--- src/rtl/uart_ascii_rx.sv ---
// uart_ascii_rx
//   8N1 UART receiver with an ASCII character classifier.
//   Each correctly framed byte is presented on rx_data with a one-cycle
//   rx_valid strobe. A byte whose stop bit samples low is dropped and
//   reported with a one-cycle frame_err strobe.
//
// Parameters
//   CLKS_PER_BIT  clk cycles per UART bit (>= 4)
//
// Ports
//   clk        system clock, all state on rising edge
//   rst_n      asynchronous active-low reset
//   r          UART RX line, asynchronous to clk, idle high
//   rx_valid   one-cycle pulse: rx_data/code hold a new byte
//   rx_data    last correctly received byte
//   frame_err  one-cycle pulse: stop bit low, byte discarded
//   code       combinational class of rx_data:
//                '0'..'7' -> 0..7, LF/CR -> 14, space -> 15, else 8
module uart_ascii_rx #(
    parameter int CLKS_PER_BIT = 868
) (
    input  logic       clk,
    input  logic       rst_n,
    input  logic       r,
    output logic       rx_valid,
    output logic [7:0] rx_data,
    output logic       frame_err,
    output logic [3:0] code
);

    localparam int CW = $clog2(CLKS_PER_BIT);
    localparam logic [CW-1:0] BIT_LAST  = CW'(CLKS_PER_BIT - 1);
    localparam logic [CW-1:0] HALF_LAST = CW'(CLKS_PER_BIT / 2 - 1);

    typedef enum logic [1:0] {IDLE, START, DATA, STOP} state_t;

    state_t        state, state_n;
    logic [CW-1:0] clk_cnt, clk_cnt_n;
    logic [2:0]    bit_cnt, bit_cnt_n;
    logic [7:0]    shreg, shreg_n;
    logic [7:0]    data_n;
    logic          valid_n, ferr_n;
    logic          r_meta, rs;

    // Two-flop synchronizer; resets to the idle (high) line level so a
    // reset never looks like a start bit.
    always_ff @(posedge clk or negedge rst_n) begin
        if (!rst_n) begin
            r_meta <= 1'b1;
            rs     <= 1'b1;
        end else begin
            r_meta <= r;
            rs     <= r_meta;
        end
    end

    always_ff @(posedge clk or negedge rst_n) begin
        if (!rst_n) begin
            state     <= IDLE;
            clk_cnt   <= '0;
            bit_cnt   <= '0;
            shreg     <= '0;
            rx_data   <= '0;
            rx_valid  <= 1'b0;
            frame_err <= 1'b0;
        end else begin
            state     <= state_n;
            clk_cnt   <= clk_cnt_n;
            bit_cnt   <= bit_cnt_n;
            shreg     <= shreg_n;
            rx_data   <= data_n;
            rx_valid  <= valid_n;
            frame_err <= ferr_n;
        end
    end

    always_comb begin
        state_n   = state;
        clk_cnt_n = clk_cnt;
        bit_cnt_n = bit_cnt;
        shreg_n   = shreg;
        data_n    = rx_data;
        valid_n   = 1'b0;
        ferr_n    = 1'b0;
        case (state)
            IDLE: begin
                clk_cnt_n = '0;
                bit_cnt_n = '0;
                if (!rs) state_n = START;
            end
            START: begin
                // Re-check the line at mid start bit to reject glitches.
                if (clk_cnt == HALF_LAST) begin
                    clk_cnt_n = '0;
                    bit_cnt_n = '0;
                    state_n   = rs ? IDLE : DATA;
                end else begin
                    clk_cnt_n = clk_cnt + 1'b1;
                end
            end
            DATA: begin
                if (clk_cnt == BIT_LAST) begin
                    clk_cnt_n = '0;
                    shreg_n   = {rs, shreg[7:1]};  // LSB arrives first
                    if (bit_cnt == 3'd7) begin
                        bit_cnt_n = '0;
                        state_n   = STOP;
                    end else begin
                        bit_cnt_n = bit_cnt + 1'b1;
                    end
                end else begin
                    clk_cnt_n = clk_cnt + 1'b1;
                end
            end
            STOP: begin
                // Leave at mid stop bit so a start bit right after the stop
                // bit is caught without an idle gap.
                if (clk_cnt == BIT_LAST) begin
                    clk_cnt_n = '0;
                    state_n   = IDLE;
                    if (rs) begin
                        data_n  = shreg;
                        valid_n = 1'b1;
                    end else begin
                        ferr_n  = 1'b1;
                    end
                end else begin
                    clk_cnt_n = clk_cnt + 1'b1;
                end
            end
            default: state_n = IDLE;
        endcase
    end

    always_comb begin
        code = 4'd8;
        if (rx_data >= 8'h30 && rx_data <= 8'h37)
            code = rx_data[3:0];
        else if (rx_data == 8'h0A || rx_data == 8'h0D)
            code = 4'd14;
        else if (rx_data == 8'h20)
            code = 4'd15;
    end

endmodule

--- config.mk ---
export PLATFORM = sky130hd
export DESIGN_NAME = uart_ascii_rx
export DESIGN_NICKNAME = d
export VERILOG_FILES = /design/src/rtl/uart_ascii_rx.sv
export SDC_FILE = /design/constraint.sdc
export NUM_CORES = 1
export LEC_CHECK = 0
export CAP_MARGIN = 10
export CORE_UTILIZATION = 25
export DETAILED_ROUTE_END_ITERATION = 12
export PLACE_DENSITY = 0.45
export REMOVE_ABC_BUFFERS = 1
export SYNTH_ARGS = -nofsm -noshare
export SYNTH_HDL_FRONTEND = slang
export SYNTH_SLANG_ARGS = --single-unit
--- constraint.sdc ---
create_clock -name clk -period 2.58 [get_ports clk]
set_input_delay 0.516 -clock clk [delete_from_list [all_inputs] [get_ports clk]]
set_output_delay 0.516 -clock clk [all_outputs]
set_load 0.01 [all_outputs]
==> summary.md, run 1 <==
| Metric | Value |
|---|---|
| Outcome | `complete, no violations` |
| Worst Path Arrival | `1950 ps` |
| DRC | `0` |
| Startpoint types | `flip-flop` |
| Row count | `29` |
| Synth Flop Type | `dfrtp_1` |
| Rel. slew slack | `70.6%` |
| Yosys warnings | `0` |
| Post-CTS Setup Inserts | `0` |
| Vias in the first global route | `1145` |
| Core area | `6490 sq um` |
| Chip height | `85.1 um` |
| IO buf count | `16` |
| DIE WIDTH | `85.1 um` |
| WS Path Type | `flip-flop to output pin` |
| Maximum clock path buffer count | `2` |
| Final ANT Viol Nets | `0` |
| Worst hold path class | `flip-flop to flip-flop` |
| Metal2 WL | `1.40 mm` |
| Fillers | `660` |
| Tmin final | `2460 ps` |
| Synth Cell Area | `1730 sq um` |
| Worst-path clk slew | `70 ps` |
| FF+latch area | `880 sq um` |
| Synth Register Bits | `35` |
| Grt ovf | `0` |
| Sequential cell area fraction in the yosys report | `50.8%` |
| First-iteration detailed-routing DRC count | `32` |
| Syn avg cell area | `13.0 sq um` |
| Clock skew | `5.10 ps` |
| IO Count | `17` |
| Starting density of the core | `26.6%` |
| Total CTS buffers | `5` |
| Die area | `7250 sq um` |
| First-pass GRT wire length | `5.26 mm` |
| Setup Slack @ Placement | `112 ps` |
| Final setup vio count | `0` |
| Root Buffer Master | `clkbuf_8` |
| Max Slew Vio Count | `0` |
| Metal-1 WL | `1.43 mm` |
| Top cells by area, synth | `dfrtp_1 (48%), mux2_4 (15%), dfstp_2 (3.0%), nor2_1 (3.0%), ha_1 (2.9%)` |
| Initial antenna violation count | `0` |
| Cells after Synth | `133` |
| Pwr dens | `456 nW/um^2` |
| Yosys top cell area share | `47.8%` |
| Crit end category | `output pin` |
| Nets | `165` |
| Area of the multi-input gates | `810 sq um` |
| Clk sinks | `35` |
| Dpl hpwl | `2.15 mm` |
| Metal3 WL | `123 um` |
| Maximum clock rate | `406 MHz` |
| RSZ-0062 raised after global routing | `false` |
| Top Metal Used | `met4` |
| CTS tree | `built` |
| Largest net degree at the start of global routing | `36` |
| Wirelength per Cell | `12.7 um` |
| Count leader, synth | `dfrtp_1` |
| H-tree levels | `2` |
| Count of cell types in the netlist | `37` |
| ANT cells | `0` |
| Worst setup margin | `117 ps` |
| P_leak | `0.989 nW` |
| Async SR Flop Fraction | `100%` |
| Number of max-cap violations | `0` |
| Tcrit/Tclk final | `95.5%` |
| Vias/cell | `4.56` |
| Tightest Pin Transition | `441 ps` |
| Top post-synthesis cells by count | `dfrtp_1 (33), mux2_4 (17), nor2_1 (14), nand2_1 (9)` |
| Number of synthesized flops with an enable pin | `0` |
| Via count | `1075` |
| CP max FO | `2` |
| Share of post-route cells with drive strength above 1 | `28.3%` |
| Peak supply drop | `0.193 mV` |
| GPL Wtd Cong | `0.781` |
| Tot GR Track Use | `9.27%` |
| Final setup TNS | `0 ps` |
| Req. time, crit path | `2060 ps` |
| Clock Latency Late Sink | `280 ps` |
| Drt pass-1 iters | `4` |
| Final wirelength | `2.99 mm` |
| Final Hold Fails | `0` |
| Yosys top cell by area | `dfrtp_1` |
| Area growth syn-to-layout | `20.0%` |
| Final Util | `31.9%` |
-- cells in the final DEF, fill, tap and decap left out, drive strengths merged, types with 5 or more instances in the layout --
| master | n |
|---|---|
| dfrtp | 33 |
| mux2 | 17 |
| nor2 | 16 |
| clkdlybuf4s50 | 13 |
| nand2 | 9 |
| clkbuf | 7 |
| inv | 5 |
| nor3 | 5 |
| xor2 | 5 |
-- layout make-up --
type	instances	share of cell area, %
Clock buffer	6	3.50
Multi-Input combinational cell	91	39.0
Clock inverter	2	0.603
Sequential cell	35	42.4
Tap cell	77	4.65
Timing Repair Buffer	20	8.87
Inverter	5	0.905
-- power breakdown --
group          total (mW)  internal [mW]  switching, mW
clock               0.378          0.188          0.190
sequential          0.553          0.551        0.00135
combinational      0.0142        0.00368         0.0106
total               0.945          0.744          0.201
-- repair_timing --
item                       CTS  global route
pin swaps                    0             0
hold buffers                 0             0
setup endpoints to repair    3             2
cloned                       0             0
resized for setup            3             5
-- through the flow --
stage	hold WS, ps	total power [mW]	cell area (sq um)	instances
finish	358	0.945	2070	236
global route	367	0.991	2070	236
CTS	358	0.962	2070	236
detailed placement	347	0.579	1990	228
global placement	347	0.578	1990	228
floorplan	220	0.563	1700	131
-- layer usage --
layer	up-vias	track usage, %
met2	21	15.6
met4	0	4.01
met5	-	0
met3	6	3.11
li1	520	-
met1	528	10.8
-- registers in the layout, summed over array words and instances, names as in the netlist, named ones only --
register   flops
bit_cnt        3
clk_cnt       10
frame_err      1
r_meta         1
rs             1
rx_data        8
rx_valid       1
shreg          8
state          1
-- final timing paths --
path                            slack [ps]                     end  cells past startpoint              startpoint
max in group asynchronous             1580        r_meta$_DFF_PN1_                      2                   rst_n
worst max register to register         720  rx_data[6]$_DFFE_PN0P_                      5    clk_cnt[0]$_DFF_PN0_
min in group asynchronous              650  rx_data[1]$_DFFE_PN0P_                      2                   rst_n
worst min register to register         360            rs$_DFF_PN1_                      0        r_meta$_DFF_PN1_
worst max-delay path                   120                 code[1]                      5  rx_data[0]$_DFFE_PN0P_
worst min-delay path                   360            rs$_DFF_PN1_                      0        r_meta$_DFF_PN1_
-- cells by family (layout without fill, tap and decap cells) --
logic type,after synthesis,after routing,share of synthesized area (%)
and+or+nand+nor,48,48,18.5
DFF,35,35,50.8
muxes,17,17,14.8
AOI/OAI and AO/OA,14,14,6.45
xor gates and xnor gates,8,8,4.06
buffers and inverters,7,33,2.53
adders and majority gates,4,4,2.90
-- critical path: stages, from the launching register on --
cell and delay [ps]:
dfrtp_1 380, or4b_2 700, a21oi_2 130, o21ai_0 100
o21ai_0 90, clkdlybuf4s15_1 260
(Power assumes the default switching activity.)
==> inputs of run 2 (changes only) <==
--- a/config.mk
+++ b/config.mk
@@ -6,7 +6,9 @@
 export NUM_CORES = 1
 export LEC_CHECK = 0
 export CAP_MARGIN = 10
+export CORE_ASPECT_RATIO = 0.8
 export CORE_UTILIZATION = 25
+export CTS_BUF_LIST = sky130_fd_sc_hd__clkbuf_2
 export DETAILED_ROUTE_END_ITERATION = 12
 export PLACE_DENSITY = 0.45
 export REMOVE_ABC_BUFFERS = 1
==> summary.md, run 2 (synthesis gave the netlist of run 1 again) <==
| Metric | Value |
|---|---|
| Drt pass-1 iters | `4 (unchanged)` |
| Tmin final | `2400 ps (-63.9 ps)` |
| Number of max-cap violations | `0 (unchanged)` |
| Maximum clock path buffer count | `2 (unchanged)` |
| Share of post-route cells with drive strength above 1 | `27.7% (-0.63 points)` |
| Worst Path Arrival | `1880 ps (-70 ps)` |
| CP max FO | `5 (+3)` |
| Worst-path clk slew | `170 ps (+100 ps)` |
| Commonest non-fill, non-tap cell in the layout | `dfrtp_1` |
| Core area | `6540 sq um (+0.67%)` |
| DIE WIDTH | `95.0 um (+12%)` |
| IO buf count | `16 (unchanged)` |
| P_leak | `0.981 nW (-0.84%)` |
| Largest net degree at the start of global routing | `36 (unchanged)` |
| CTS tree | `built` |
| Peak supply drop | `0.151 mV (-22%)` |
| Grt ovf | `0 (unchanged)` |
| Commonest cells after routing, fill and taps aside | `dfrtp_1 (33), mux2_4 (17), nor2_1 (14), clkdlybuf4s50_1 (13), nand2_1 (9)` |
| Vias in the first global route | `1092 (-4.6%)` |
| Area of the multi-input gates | `813 sq um (+0.46%)` |
| Hold path depth | `0 (unchanged)` |
| Top reg by flops | `clk_cnt` |
| Clock skew | `6.00 ps (+0.901 ps)` |
| GPL Wtd Cong | `0.818 (+4.7%)` |
| Nets | `165 (unchanged)` |
| Tcrit/Tclk final | `93.0% (-2.5 points)` |
| DRC | `0 (unchanged)` |
| Req. time, crit path | `2060 ps (about the same)` |
| Worst r2r src | `clk_cnt[0]$_DFF_PN0_` |
| Slowest CP cell | `dfrtp_1` |
| Clock Latency Late Sink | `370 ps (+90 ps)` |
| WS Path Type | `flip-flop to output pin` |
| Tightest Pin Transition | `434 ps (-6.98 ps)` |
| Final Hold Fails | `0 (unchanged)` |
| Post-Layout Inst Area | `2030 sq um (-2.0%)` |
| Vias/cell | `4.51 (-0.98%)` |
| Pwr dens | `400 nW/um^2 (-12%)` |
| Die area | `7250 sq um (about the same)` |
| FF+latch area | `878 sq um (-0.14%)` |
| Worst-path cell chain | `buf_4, nor4b_1, nand2_1, a2bb2o_1, dlygate4sd2_1` |
| IO Count | `17 (unchanged)` |
| Min-delay src | `r_meta$_DFF_PN1_` |
| CP startpoint | `rx_data[3]$_DFFE_PN0P_` |
| Startpoint types | `flip-flop` |
| Dpl hpwl | `2.24 mm (+3.9%)` |
| ANT cells | `0 (unchanged)` |
| Initial antenna violation count | `0 (unchanged)` |
| Tot GR Track Use | `9.65% (+0.38 points)` |
| Rel. slew slack | `71.1% (+0.47 points)` |
| H-tree levels | `2 (unchanged)` |
| Final wirelength | `3.09 mm (+3.3%)` |
| Total CTS buffers | `5 (unchanged)` |
| Clk sinks | `35 (unchanged)` |
| Crit end category | `output pin` |
| Top Registers | `clk_cnt: 10 flops, rx_data: 8 flops, shreg: 8 flops` |
| Outcome | `complete, no violations` |
| Row count | `26 (-10%)` |
| Via count | `1096 (+2.0%)` |
| Root Buffer Master | `clkbuf_2` |
| Maximum clock rate | `417 MHz (+2.7%)` |
| Chip height | `76.4 um (-10%)` |
| Final setup vio count | `0 (unchanged)` |
| Starting density of the core | `26.4% (-0.18 points)` |
| Wirelength per Cell | `12.7 um (+0.33%)` |
| Post-CTS Setup Inserts | `0 (unchanged)` |
| CP max stage delay | `420 ps (-280 ps)` |
| RSZ-0062 raised after global routing | `false` |
| Max Slew Vio Count | `0 (unchanged)` |
| R2r worst-path depth | `5 (unchanged)` |
| Total power | `813 uW (-14%)` |
| First-iteration detailed-routing DRC count | `65 (+100%)` |
| Area growth syn-to-layout | `17.6%` |
| First-pass GRT wire length | `5.35 mm (+1.6%)` |
| Worst hold path class | `flip-flop to flip-flop` |
| Max FFs per register | `10 (unchanged)` |
| Final ANT Viol Nets | `0 (unchanged)` |
| Final setup TNS | `0 ps (unchanged)` |
| Fillers | `656 (-0.61%)` |
| DP Area | `2000 sq um (+0.44%)` |
-- run 2: cell count changes in the layout (fill, tap and decap cells not counted) --
cell             previous run  this run
clkinv_2                    1         0
or4b_4                      0         1
o21ai_1                     0         3
clkbuf_1                    1         0
o21ai_0                     4         1
dfrtp_2                     1         0
clkinv_1                    0         2
clkinvlp_4                  1         0
or4b_2                      1         0
dfrtp_1                    32        33
clkbuf_8                    5         0
buf_2                       0         2
clkdlybuf4s15_1             1         0
clkbuf_2                    1         6
-- run 2: path summary, 6_finish.rpt --
path / end / slack, ps
max in group asynchronous: r_meta$_DFF_PN1_ / 1720
worst max-delay path: code[0] / 180
min in group asynchronous: clk_cnt[9]$_DFF_PN0_ / 520
worst min register to register: rs$_DFF_PN1_ / 370
worst max register to register: rx_data[2]$_DFFE_PN0P_ / 690
worst min-delay path: rs$_DFF_PN1_ / 370
-- run 2: final cells by class --
| class | count | share of cell area (%) |
|---|---|---|
| multi-input combinational | 91 | 40.0 |
| sequential | 35 | 43.2 |
| clock buffer | 6 | 1.48 |
| inverter | 5 | 0.924 |
| tap | 84 | 5.17 |
| clock inverter | 2 | 0.369 |
| timing repair buffer | 20 | 8.81 |
-- run 2: worst max-delay path: cells and delay by family (launching register included) --
family          cells  cell delay [ps]
flops               1              420
simple gates        2              400
compound gates      1              260
buf+inv             2              430
-- run 2: report_power, final --
part / switching, mW / total (mW) / internal [mW]
registers: 0.00133 / 0.553 / 0.552
logic: 0.0103 / 0.0140 / 0.00368
clock network: 0.181 / 0.246 / 0.0653
-- run 2: repair_timing --
action / in CTS / in global routing
resized for setup: 10 / 4
setup endpoints to repair: 3 / 3
endpoints found under the hold margin: 0 / 0
gates cloned: 0 / 0
pin swaps: 0 / 1
hold buffers: 0 / 0
-- run 2: metrics by stage --
stage / hold slack (ps) / setup WS [ps] / utilization [%] / instances
finish: 371 / 181 / 31.1 / 243
global route: 377 / 53.2 / 31.1 / 243
floorplan: 220 / 576 / - / 131
detailed placement: 351 / 81.6 / 30.6 / 235
global placement: 349 / 125 / 30.6 / 235
CTS: 374 / 42.1 / 31.0 / 243
-- run 2: routing by layer --
layer	routed length [um]	GRT usage, %	share of wire, %	vias to the layer above
li1	-	-	-	524
met1	1550	13.1	50	551
met2	1390	13.8	45	13
met3	103	3.29	3.3	8
met4	56	4.09	1.8	0
met5	0	0	0	-
